File: config.mk
export PLATFORM = sky130hd
export DESIGN_NAME = cp0_unit
export DESIGN_NICKNAME = d
export VERILOG_FILES = /design/src/rtl/cp0_unit.sv
export SDC_FILE = /design/constraint.sdc
export NUM_CORES = 1
export LEC_CHECK = 0
export CAP_MARGIN = 20
export CORE_MARGIN = 8
export CORE_UTILIZATION = 42
export CTS_CLUSTER_SIZE = 25
export DETAILED_ROUTE_END_ITERATION = 6
export PLACE_DENSITY = 0.92
export SYNTH_ARGS = -nofsm -noshare
export SYNTH_HDL_FRONTEND = slang
export SYNTH_SLANG_ARGS = --single-unit
File: constraint.sdc
create_clock -name clk -period 3.5 [get_ports clk]
set_input_delay 1.05 -clock clk [delete_from_list [all_inputs] [get_ports clk]]
set_output_delay 1.05 -clock clk [all_outputs]
set_load 0.005 [all_outputs]
File: src/rtl/cp0_unit.sv
// rtl/cp0_unit.sv - coprocessor-0 exception controller (SR/Cause/EPC/PRId, request logic)
module cp0_unit #(
  parameter logic [31:0] PRID = 32'h0000_4C50
) (
  input  logic        clk,
  input  logic        reset,
  input  logic [31:0] PCM,
  input  logic        BDIn,
  input  logic [4:0]  ExcCodeIn,
  input  logic [5:0]  HWInt,
  input  logic        en,
  input  logic [4:0]  CP0Add,
  input  logic [31:0] CP0In,
  input  logic        EXLClr,
  output logic [31:0] CP0Out,
  output logic [31:0] EPCOut,
  output logic        Req
);

  localparam logic [4:0] ADDR_SR    = 5'd12;
  localparam logic [4:0] ADDR_CAUSE = 5'd13;
  localparam logic [4:0] ADDR_EPC   = 5'd14;
  localparam logic [4:0] ADDR_PRID  = 5'd15;

  // SR fields
  logic [5:0]  r_im;
  logic        r_exl;
  logic        r_ie;
  // Cause fields
  logic        r_bd;
  logic [5:0]  r_ip;
  logic [4:0]  r_exccode;
  // EPC, low two bits always zero
  logic [31:0] r_epc;

  logic        w_int_req;
  logic        w_exc_req;
  logic        w_req;
  logic        w_wr_sr;
  logic        w_wr_epc;
  logic [31:0] w_epc_target;

  // The cancelled instruction in M is the return point; in a delay slot we go back to the branch.
  assign w_int_req    = r_ie & ~r_exl & (|(HWInt & r_im));
  assign w_exc_req    = ~r_exl & (ExcCodeIn != 5'd0);
  assign w_req        = reset & (w_int_req | w_exc_req);
  assign w_wr_sr      = en & ~w_req & (CP0Add == ADDR_SR);
  assign w_wr_epc     = en & ~w_req & (CP0Add == ADDR_EPC);
  assign w_epc_target = BDIn ? (PCM - 32'd4) : PCM;

  assign Req    = w_req;
  assign EPCOut = r_epc;

  // SR update: exception entry sets EXL, eret clears it (overriding an mtc0 to SR), mtc0 loads IM/EXL/IE
  always_ff @(posedge clk or negedge reset) begin
    if (!reset) begin
      r_im  <= 6'd0;
      r_exl <= 1'b0;
      r_ie  <= 1'b0;
    end else if (w_req) begin
      r_exl <= 1'b1;
    end else begin
      if (w_wr_sr) begin
        r_im <= CP0In[15:10];
        r_ie <= CP0In[0];
      end
      if (EXLClr) begin
        r_exl <= 1'b0;
      end else if (w_wr_sr) begin
        r_exl <= CP0In[1];
      end
    end
  end

  // Cause update: IP tracks the interrupt lines every cycle, BD/ExcCode latch on request
  always_ff @(posedge clk or negedge reset) begin
    if (!reset) begin
      r_bd      <= 1'b0;
      r_ip      <= 6'd0;
      r_exccode <= 5'd0;
    end else begin
      r_ip <= HWInt;
      if (w_req) begin
        r_bd      <= BDIn;
        r_exccode <= w_int_req ? 5'd0 : ExcCodeIn;
      end
    end
  end

  // EPC update: request captures the return PC, otherwise mtc0 may load it
  always_ff @(posedge clk or negedge reset) begin
    if (!reset) begin
      r_epc <= 32'd0;
    end else if (w_req) begin
      r_epc <= {w_epc_target[31:2], 2'b00};
    end else if (w_wr_epc) begin
      r_epc <= {CP0In[31:2], 2'b00};
    end
  end

  // mfc0 read mux over registered state; unmapped addresses read zero
  always_comb begin
    CP0Out = 32'd0;
    case (CP0Add)
      ADDR_SR:    CP0Out = {16'd0, r_im, 8'd0, r_exl, r_ie};
      ADDR_CAUSE: CP0Out = {r_bd, 15'd0, r_ip, 3'd0, r_exccode, 2'b00};
      ADDR_EPC:   CP0Out = r_epc;
      ADDR_PRID:  CP0Out = PRID;
      default:    CP0Out = 32'd0;
    endcase
  end

endmodule

* Yosys cells after proc, flatten, opt, wreduce, memory -nomap -nowiden *
Index checks and enable logic that the tools add are counted.

storage, ports and cells
  logic and storage cells = 36
  bits in registers = 52

cells by class
  equality and inequality tests = 4
  bitwise logic cells = 11
  $add $sub $neg = 1
  mux-type cells = 8
  reductions and logical operators = 5

operators with widths
  kind                                                                  number
  32-bit case mux with 4 select lines                                   1
  32-bit 2-to-1 mux                                                     3
  32-bit by 3-bit subtractor with 32-bit output, second input constant  1
  5-bit by 4-bit == test with 1-bit output, second input constant       4
  1-bit AND                                                             7
  6-bit AND                                                             1
  6-bit OR reduction                                                    1
  5-bit 2-to-1 mux                                                      1
  5-bit nonzero test                                                    1
  1-bit 2-to-1 mux                                                      3
  3-bit nonzero test                                                    1
  1-bit NOT                                                             2
  2-bit AND reduction                                                   1
  2-bit nonzero test                                                    1
  1-bit bitwise OR                                                      1

* Depth between registers and ports, before layout *
Gate-level depths: netlist of the first run.

  depth after elaboration = 11
  mapped depth = 7
  depth with buffers taken out = 7

* Worst setup path before layout of the first run *
OpenSTA, ideal clock, no wires.

  path kind = input port to output port
  start point = input HWInt[1]
  end point = output Req
  slack = 0.203 ns
  data required time = 2.450 ns
  cell stages on the path = 5
  arrival = 2.247 ns
  buffers on the path = 2
  path through = a22o_1 > o31ai_1 > a31oi_1 > buf_2 > clkbuf_1

on the way
  longest elaborated chain between the ends = 5

ends and longest elaborated chain
  element             line  source
  from (decl)         10    input logic [5:0] HWInt,
  6-bit AND           44    assign w_int_req = r_ie & ~r_exl & (|(HWInt & r_im));
  6-bit OR reduction  44
  1-bit AND           44
  1-bit bitwise OR    46    assign w_req = reset & (w_int_req | w_exc_req);
  1-bit AND           46
  to (decl)           17    output logic Req

No other way between the ends.

* Final worst setup path of the first run *
  start point = input CP0Add[1]
  end point = output CP0Out[15]

on the way
  longest elaborated chain between the ends = 2
  elaborated cells on any way between the ends = 5
  classes of those cells = eq/ne (4); mux (1)

ends and longest elaborated chain
  element                                   line  source
  from (decl)                               12    input logic [4:0] CP0Add,
  5-bit by 4-bit == test with 1-bit output  104   case (CP0Add)
  32-bit case mux with 4 select lines (*)   104
  to (decl)                                 15    output logic [31:0] CP0Out,

Mark *: on every way between the ends. The rest lies on a longest branch, timed or not.

==> flow_summary_export.csv, run 1 <==
group,metric,value,unit
setup_path,crit_start,"CP0Add[1]",
place,gp_congestion,0.8434,
floorplanning,dieArea,10560,sq um
floorplanning,core_area,7292,sq um
cells_and_area,area_growth,63.09,%
timing,tightest_slew,0.6824,ns
setup_path,r2r_end,"r_im[5]",
logic_synthesis,syn_area,3163,sq um
clocking,cts_max_level,2,
timing,setup_violations,0,
setup_path,rr_worst_depth,7,
setup_path,crit_path_end_kind,"output port",
clocking,numCtsBuffers,5,
grt,grt_overflow,0,
logic_synthesis,synthTopCellsByCount,"51 x mux2i_1, 50 x dfrtp_1, 21 x xnor2_1, 20 x and2_1, 20 x nor2_1",
timing,skew,0.008745,ns
floorplanning,fp.dieH,102.8,um
hold_path,hp-class,"register to register",
logic_synthesis,synthTopCellsByArea,"dfrtp_1 40%, mux2i_1 16%, xnor2_1 5.8%",
logic_synthesis,ys_warn_count,0,
power_and_ir_drop,comb_power_share,35.9,%
logic_synthesis,synth_edf_count,0,
cells_and_area,num-nets-final,585,
setup_path,worstReg2RegStart,"r_im[1]",
floorplanning,die_x,102.8,um
logic_synthesis,synth.avg_cell_area,10.01,sq um
timing,timing.fmax,286.5,MHz
cells_and_area,stdcell_count,599,
logic_synthesis,synthMostInstantiatedCell,"mux2i_1",
power_and_ir_drop,power_switching,552.2,uW
routing,wl,12170,um
setup_path,path_class,"primary input to output port",
routing,vias,3236,
grt,grt_usage,22.36,%
power_and_ir_drop,clockPowerShare,19.1,%
routing,met2WireLength,6273,um
routing,met3_length,992,um
routing,avgViaCountPerCell,5.402,
routing,drt-met1-wl,4560,um
clocking,clkTransAtPathRegs,0.09,ns
setup_path,crit_path_end,"CP0Out[15]",
clocking,root_buffer,"clkbuf_8",
power_and_ir_drop,p_per_area,343.8,nW/um^2
routing,top_layer_used,"met4",
flow_run,max_cap_viol_count,0,
floorplanning,placement_rows,31,
timing,slew_violations,0,
place,io_buffers,145,
logic_synthesis,synth_ff_type,"dfrtp_1",
routing,wl_per_cell,20.32,um
setup_path,required,2.45,ns
power_and_ir_drop,seq_power_share,45.0,%
setup_path,cp-start-kind,"primary input",
logic_synthesis,synth_cell_types,43,
setup_path,worstPathMaxFanout,5,
logic_synthesis,synth_cells,316,
power_and_ir_drop,p_leak,2.167,nW
routing,drt.antenna.violating_nets,0,
floorplanning,ios,150,
clocking,cts_tree,"built",
place,dpl.hpwl,8606,um
power_and_ir_drop,switching_share,31.13,%
clocking,cts.sinks,50,
logic_synthesis,synthArstFlopShare,100.0,%
logic_synthesis,yosys_register_bits,50,
timing,fin_crit_sh,99.74,%
grt,grt_max_degree,55,
timing,hold_viol,0,
power_and_ir_drop,internal-power,1.221,mW
clocking,ctsHoldBuffers,0,
timing,finalCriticalPeriod,3.491,ns
grt,grt_pass1_wl,18220,um
routing,dr.first_iter.drc_count,154,
grt,grt_pass1_vias,3490,
place,dpl.cell_count,566,
clocking,cts_buffer_depth,2,
timing,slew_headroom,54.50,%
setup_path,ff2ff_setup_slack,1.07,ns
outcome,outcome,"complete, no violations",
floorplanning,start_util,43.38,%
power_and_ir_drop,worst_ir_drop_vdd,0.2216,mV
clocking,worstSkewPairLatency,0.29,ns
setup_path,cp.arrival,2.44,ns
cells_and_area,final_util,70.74,%
logic_synthesis,synth_top_cell_area_share,39.56,%
logic_synthesis,seq_area_frac_synth,39.56,%
routing,drcViolationCount,0,
routing,drtPass1Iterations,4,
grt,antenna_found_initial,0,
logic_synthesis,synth_area_leader_cell,"dfrtp_1",
cells_and_area,drive_above_1_share,18.84,%
-- metrics by stage --
| step | cell area (sq um) | setup WS [ns] | hold WS (ns) | setup TNS, ns | power (mW) |
|---|---|---|---|---|---|
| floorplan | 3167 | 0.2027 | 0.4816 | 0 | 1.012 |
| finish | 5159 | 0.009218 | 0.5219 | 0 | 1.774 |
| CTS | 5084 | -0.03996 | 0.5269 | -0.03996 | 1.766 |
| global placement | 4840 | -0.3443 | 0.4912 | -8.466 | 1.394 |
| global route | 5156 | -0.03754 | 0.5544 | -0.03765 | 1.865 |
| detailed placement | 4840 | -0.3401 | 0.5060 | -9.260 | 1.427 |
-- cells in the final DEF (no fill, tap or decap), types with 15 or more instances in the layout --
cell type	count
and2_1	18
nor2_1	19
mux2i_1	51
nand2_1	16
xnor2_1	21
dlygate4sd2_1	15
buf_4	33
clkdlybuf4s50_1	105
dfrtp_1	50
o21ai_0	17
-- worst min path at each step --
stage          from   end  slack (ns)  cells after the start
2_1_floorplan  r_bd  r_bd        0.48                      1
5_1_grt        r_bd  r_bd        0.55                      1
6_report       r_bd  r_bd        0.52                      1
3_3_place_gp   r_bd  r_bd        0.49                      1
4_1_cts        r_bd  r_bd        0.53                      1
3_5_place_dp   r_bd  r_bd        0.51                      1
-- routing by layer --
metal,global-route usage (%),up-vias
met5,0,-
met4,6.007,0
met3,5.064,20
met2,41.51,148
met1,24.96,1585
li1,-,1483
-- state kept, by name (all words and copies together), names as in the netlist --
signal     count
EPCOut        30
r_bd           1
r_exccode      5
r_exl          1
r_ie           1
r_im           6
r_ip           6
-- cell type report --
class	count	area, sq um
fill	546	2133
multi-input combinational	243	1871
timing repair buffer	192	1800
sequential	50	1251
tap	99	123.9
clock buffer	5	68.82
inverter	7	26.28
clock inverter	2	15.01
antenna	1	2.502
-- critical path: stages --
cell and delay (ns):
dlygate4sd2_1 0.29, buf_6 0.16, mux2i_1 0.24, nor2_1 0.09, a21oi_1 0.12, nor2_1 0.05, clkdlybuf4s50_1 0.44
-- power groups by stage --
stage	sequential, mW	clock, mW	combinational [mW]
after floorplan	0.785	0	0.227
after global placement	0.795	0	0.599
after detailed placement	0.805	0	0.622
after CTS	0.795	0.340	0.632
after global routing	0.813	0.364	0.687
final	0.798	0.338	0.638
-- what timing repair did --
item                                    in CTS  in global routing
buffers inserted                            18                  3
pin swaps                                    4                  3
endpoints found under the setup margin      33                 13
gates cloned                                 3                  1
resized for setup                           87                 17
-- kinds of logic after synthesis --
group | after synthesis | share of synthesized area, %
AND/OR/NAND/NOR | 110 | 20.61
multiplexers | 61 | 19.70
flip-flops | 50 | 39.56
AO/OA/AOI/OAI | 43 | 8.901
XOR/XNOR | 26 | 7.199
buffers and inverters | 24 | 3.521
adder cells (fa/ha/maj) | 1 | 0.3955
other | 1 | 0.1186
Power figures use the tool's default switching activity.
==> run 2, diff against run 1 <==
--- a/config.mk
+++ b/config.mk
@@ -5,12 +5,14 @@
 export SDC_FILE = /design/constraint.sdc
 export NUM_CORES = 1
 export LEC_CHECK = 0
-export CAP_MARGIN = 20
+export ABC_AREA = 1
+export CAP_MARGIN = 30
 export CORE_MARGIN = 8
-export CORE_UTILIZATION = 42
+export CORE_UTILIZATION = 44
 export CTS_CLUSTER_SIZE = 25
 export DETAILED_ROUTE_END_ITERATION = 6
 export PLACE_DENSITY = 0.92
+export REMOVE_ABC_BUFFERS = 1
 export SYNTH_ARGS = -nofsm -noshare
 export SYNTH_HDL_FRONTEND = slang
 export SYNTH_SLANG_ARGS = --single-unit
==> run 2 against run 1 <==
  * The run now ends with setup timing left
  * Largest power group unchanged
  * Sequential cell count is the same
  * Final cell count grew 35%
  * Via count grew 27%
  * Sequential power grew 5.1%
  * Synthesized cell count grew 73%
==> flow_summary_export.csv, run 2 <==
group,metric,value,unit
setup_path,path_class,"primary input to output port",
setup_path,rr_worst_depth,13,
logic_synthesis,synth_ff_type,"dfrtp_1",
power_and_ir_drop,power,2.122,mW
cells_and_area,nFillCells,713,
power_and_ir_drop,comb_power_share,39.3,%
logic_synthesis,yosys_register_bits,50,
setup_path,max_stage_delay,0.51,ns
setup_path,worstReg2RegStart,"r_im[5]",
clocking,numCtsBuffers,5,
routing,wl_per_cell,16.48,um
power_and_ir_drop,p_leak,2.614,nW
setup_path,r2r_end,"EPCOut[7]",
logic_synthesis,synth_area_leader_cell,"dfrtp_1",
power_and_ir_drop,power_switching,743.2,uW
power_and_ir_drop,switching_share,35.03,%
floorplanning,start_util,44.73,%
floorplanning,die_x,106.9,um
cells_and_area,multi_input_area,2006,sq um
cells_and_area,diodes,0,
cells_and_area,regArea,1251,sq um
hold_path,min_delay_path_depth,2,
timing,fin_crit_sh,104.2,%
hold_path,min-delay-start,"r_bd",
hold_path,min_to,"r_bd",
timing,timing.fmax,274.1,MHz
logic_synthesis,synth_cell_types,40,
logic_synthesis,synth_cells,548,
clocking,cts.sinks,50,
logic_synthesis,synthArstFlopShare,100.0,%
clocking,cts_buffer_depth,2,
routing,vias,4110,
setup_path,crit_start,"CP0Add[2]",
logic_synthesis,synthTopCellsByArea,"dfrtp_1 34%, nand2_1 18%, nor2_1 6.9%",
timing,hold_slack,0.5180,ns
power_and_ir_drop,worst_ir_drop_vdd,0.2905,mV
clocking,ctsHoldBuffers,0,
grt,grt_usage,22.30,%
routing,dr.first_iter.drc_count,218,
setup_path,cp-start-kind,"primary input",
setup_path,crit_chain,"clkdlybuf4s50_1, nand2_2, nor2_2, nand2_1, buf_4, nor2_1, clkdlybuf4s50_1",
flow_run,max_cap_viol_count,0,
floorplanning,core_area,8134,sq um
logic_synthesis,seq_area_frac_synth,34.39,%
grt,grt_pass1_wl,20600,um
cells_and_area,num-nets-final,788,
clocking,cts_tree,"built",
floorplanning,ios,150,
cells_and_area,final_common_cell,"nand2_1",
routing,avgViaCountPerCell,5.087,
setup_path,required,2.45,ns
cells_and_area,area_growth,45.08,%
routing,drtPass1Iterations,5,
setup_path,crit_path_end_kind,"output port",
grt,grt_pass1_vias,4173,
cells_and_area,drive_above_1_share,15.22,%
routing,drcViolationCount,0,
cells_and_area,largest_reg_flops,30,
timing,skew,0.005551,ns
grt,antenna_found_initial,0,
place,dpl.hpwl,10160,um
clocking,cts_max_level,2,
timing,grt_setup_unrepaired,"yes",
floorplanning,fp.dieH,106.9,um
logic_synthesis,synthTopCellsByCount,"176 x nand2_1, 67 x nor2_1, 66 x inv_1, 50 x dfrtp_1, 36 x nand3_1",
timing,finalCriticalPeriod,3.648,ns
logic_synthesis,syn_area,3638,sq um
routing,wl,13320,um
routing,drt.antenna.violating_nets,0,
timing,fin_setup_tns,-0.2951,ns
logic_synthesis,synth.avg_cell_area,6.640,sq um
clocking,clkTransAtPathRegs,0.11,ns
timing,slew_violations,0,
setup_path,crit_top_cell,"clkdlybuf4s50_1",
floorplanning,dieArea,11440,sq um
clocking,worstSkewPairLatency,0.32,ns
clocking,root_buffer,"clkbuf_8",
timing,setup_violations,2,
cells_and_area,final_util,64.90,%
power_and_ir_drop,internal-power,1.378,mW
hold_path,hp-class,"register to register",
outcome,violations,"setup timing",
logic_synthesis,synth_edf_count,0,
logic_synthesis,ys_warn_count,0,
grt,grt_max_degree,51,
grt,grt_overflow,0,
power_and_ir_drop,clockPowerShare,21.2,%
setup_path,ff2ff_setup_slack,1.37,ns
setup_path,cp.arrival,2.60,ns
place,gp_congestion,0.8773,
timing,slew_headroom,55.13,%
timing,hold_viol,0,
outcome,outcome,"finished, violations left",
power_and_ir_drop,p_per_area,401.9,nW/um^2
setup_path,worstPathMaxFanout,4,
timing,tightest_slew,0.6731,ns
place,io_buffers,145,
cells_and_area,stdcell_count,808,
cells_and_area,layout_common_cells,"173 x nand2_1, 113 x clkdlybuf4s50_1, 64 x inv_1",
setup_path,slowest_stage,"clkdlybuf4s50_1",
power_and_ir_drop,seq_power_share,39.6,%
logic_synthesis,synth_top_cell_area_share,34.39,%
timing,setup_ws,-0.1481,ns
place,dpl.cell_count,791,
logic_synthesis,synthMostInstantiatedCell,"nand2_1",
floorplanning,placement_rows,33,
-- run 2: cell count changes after synthesis, sizes merged, moves of 32 or more --
cell   previous run  this run
nand3             6        38
nor2             21        82
mux2i            51         0
inv               7        74
o21ai            18        50
nand2            16       184
-- run 2: timing repair --
item,CTS,global route
setup endpoints to repair,33,29
buffers inserted,7,2
pin swaps,1,2
endpoints found under the hold margin,0,0
resized for setup,57,63
-- run 2: per-stage QoR --
stage / area (sq um) / setup WS [ns]
final: 5279 / -0.1481
after global routing: 5279 / -0.1976
after CTS: 5330 / -0.2197
after detailed placement: 5155 / -0.3311
after global placement: 5155 / -0.2236
after floorplan: 3502 / 0.3751
-- run 2: worst max path at each step --
stage                             to  slack (ns)  cells after the start
after floorplan           CP0Out[31]        0.38                      5
after global placement    CP0Out[10]       -0.22                      9
after detailed placement  CP0Out[14]       -0.33                      8
after CTS                  CP0Out[5]       -0.22                      7
after global routing       CP0Out[1]       -0.20                      7
final                      CP0Out[0]       -0.15                      7
-- run 2: cell families (layout without fill, tap and decap cells) --
| kind of cell | Yosys count | in the layout | share of synthesized area, % |
|---|---|---|---|
| AND/OR/NAND/NOR | 323 | 323 | 39.99 |
| XOR/XNOR | 15 | 15 | 3.611 |
| flip-flops | 50 | 50 | 34.39 |
| other | 1 | 2 | 0.1031 |
| AO/OA/AOI/OAI | 66 | 66 | 9.938 |
| adder cells (fa/ha/maj) | 1 | 1 | 0.3438 |
| buffers and inverters | 92 | 246 | 11.62 |
-- run 2: power by group through the flow --
| stage | registers [mW] | clock network (mW) | logic [mW] |
|---|---|---|---|
| floorplan | 0.842 | 0 | 0.326 |
| global placement | 0.843 | 0 | 0.796 |
| detailed placement | 0.849 | 0 | 0.821 |
| CTS | 0.839 | 0.454 | 0.830 |
| global route | 0.858 | 0.476 | 0.922 |
| finish | 0.839 | 0.449 | 0.833 |
-- run 2: metal layers --
layer / GRT usage (%) / up-vias / share of wire, %
met3: 6.239 / 15 / 8.1
met2: 38.28 / 163 / 49
met1: 27.05 / 1922 / 42
met4: 4.925 / 0 / 1.6
li1: - / 2010 / -
met5: 0 / - / 0
-- run 2: worst max-delay path, delay by kind of cell --
family	cells	cell delay, ns
buffers and inverters	3	1.15
and+or+nand+nor	4	0.39
-- run 2: final cells by class --
type	instances	area share, %
clock buffer	5	1.304
clock inverter	3	0.9244
inverter	74	5.404
multi-input combinational	407	37.99
sequential	50	23.70
tap	105	2.489
timing repair buffer	164	28.18
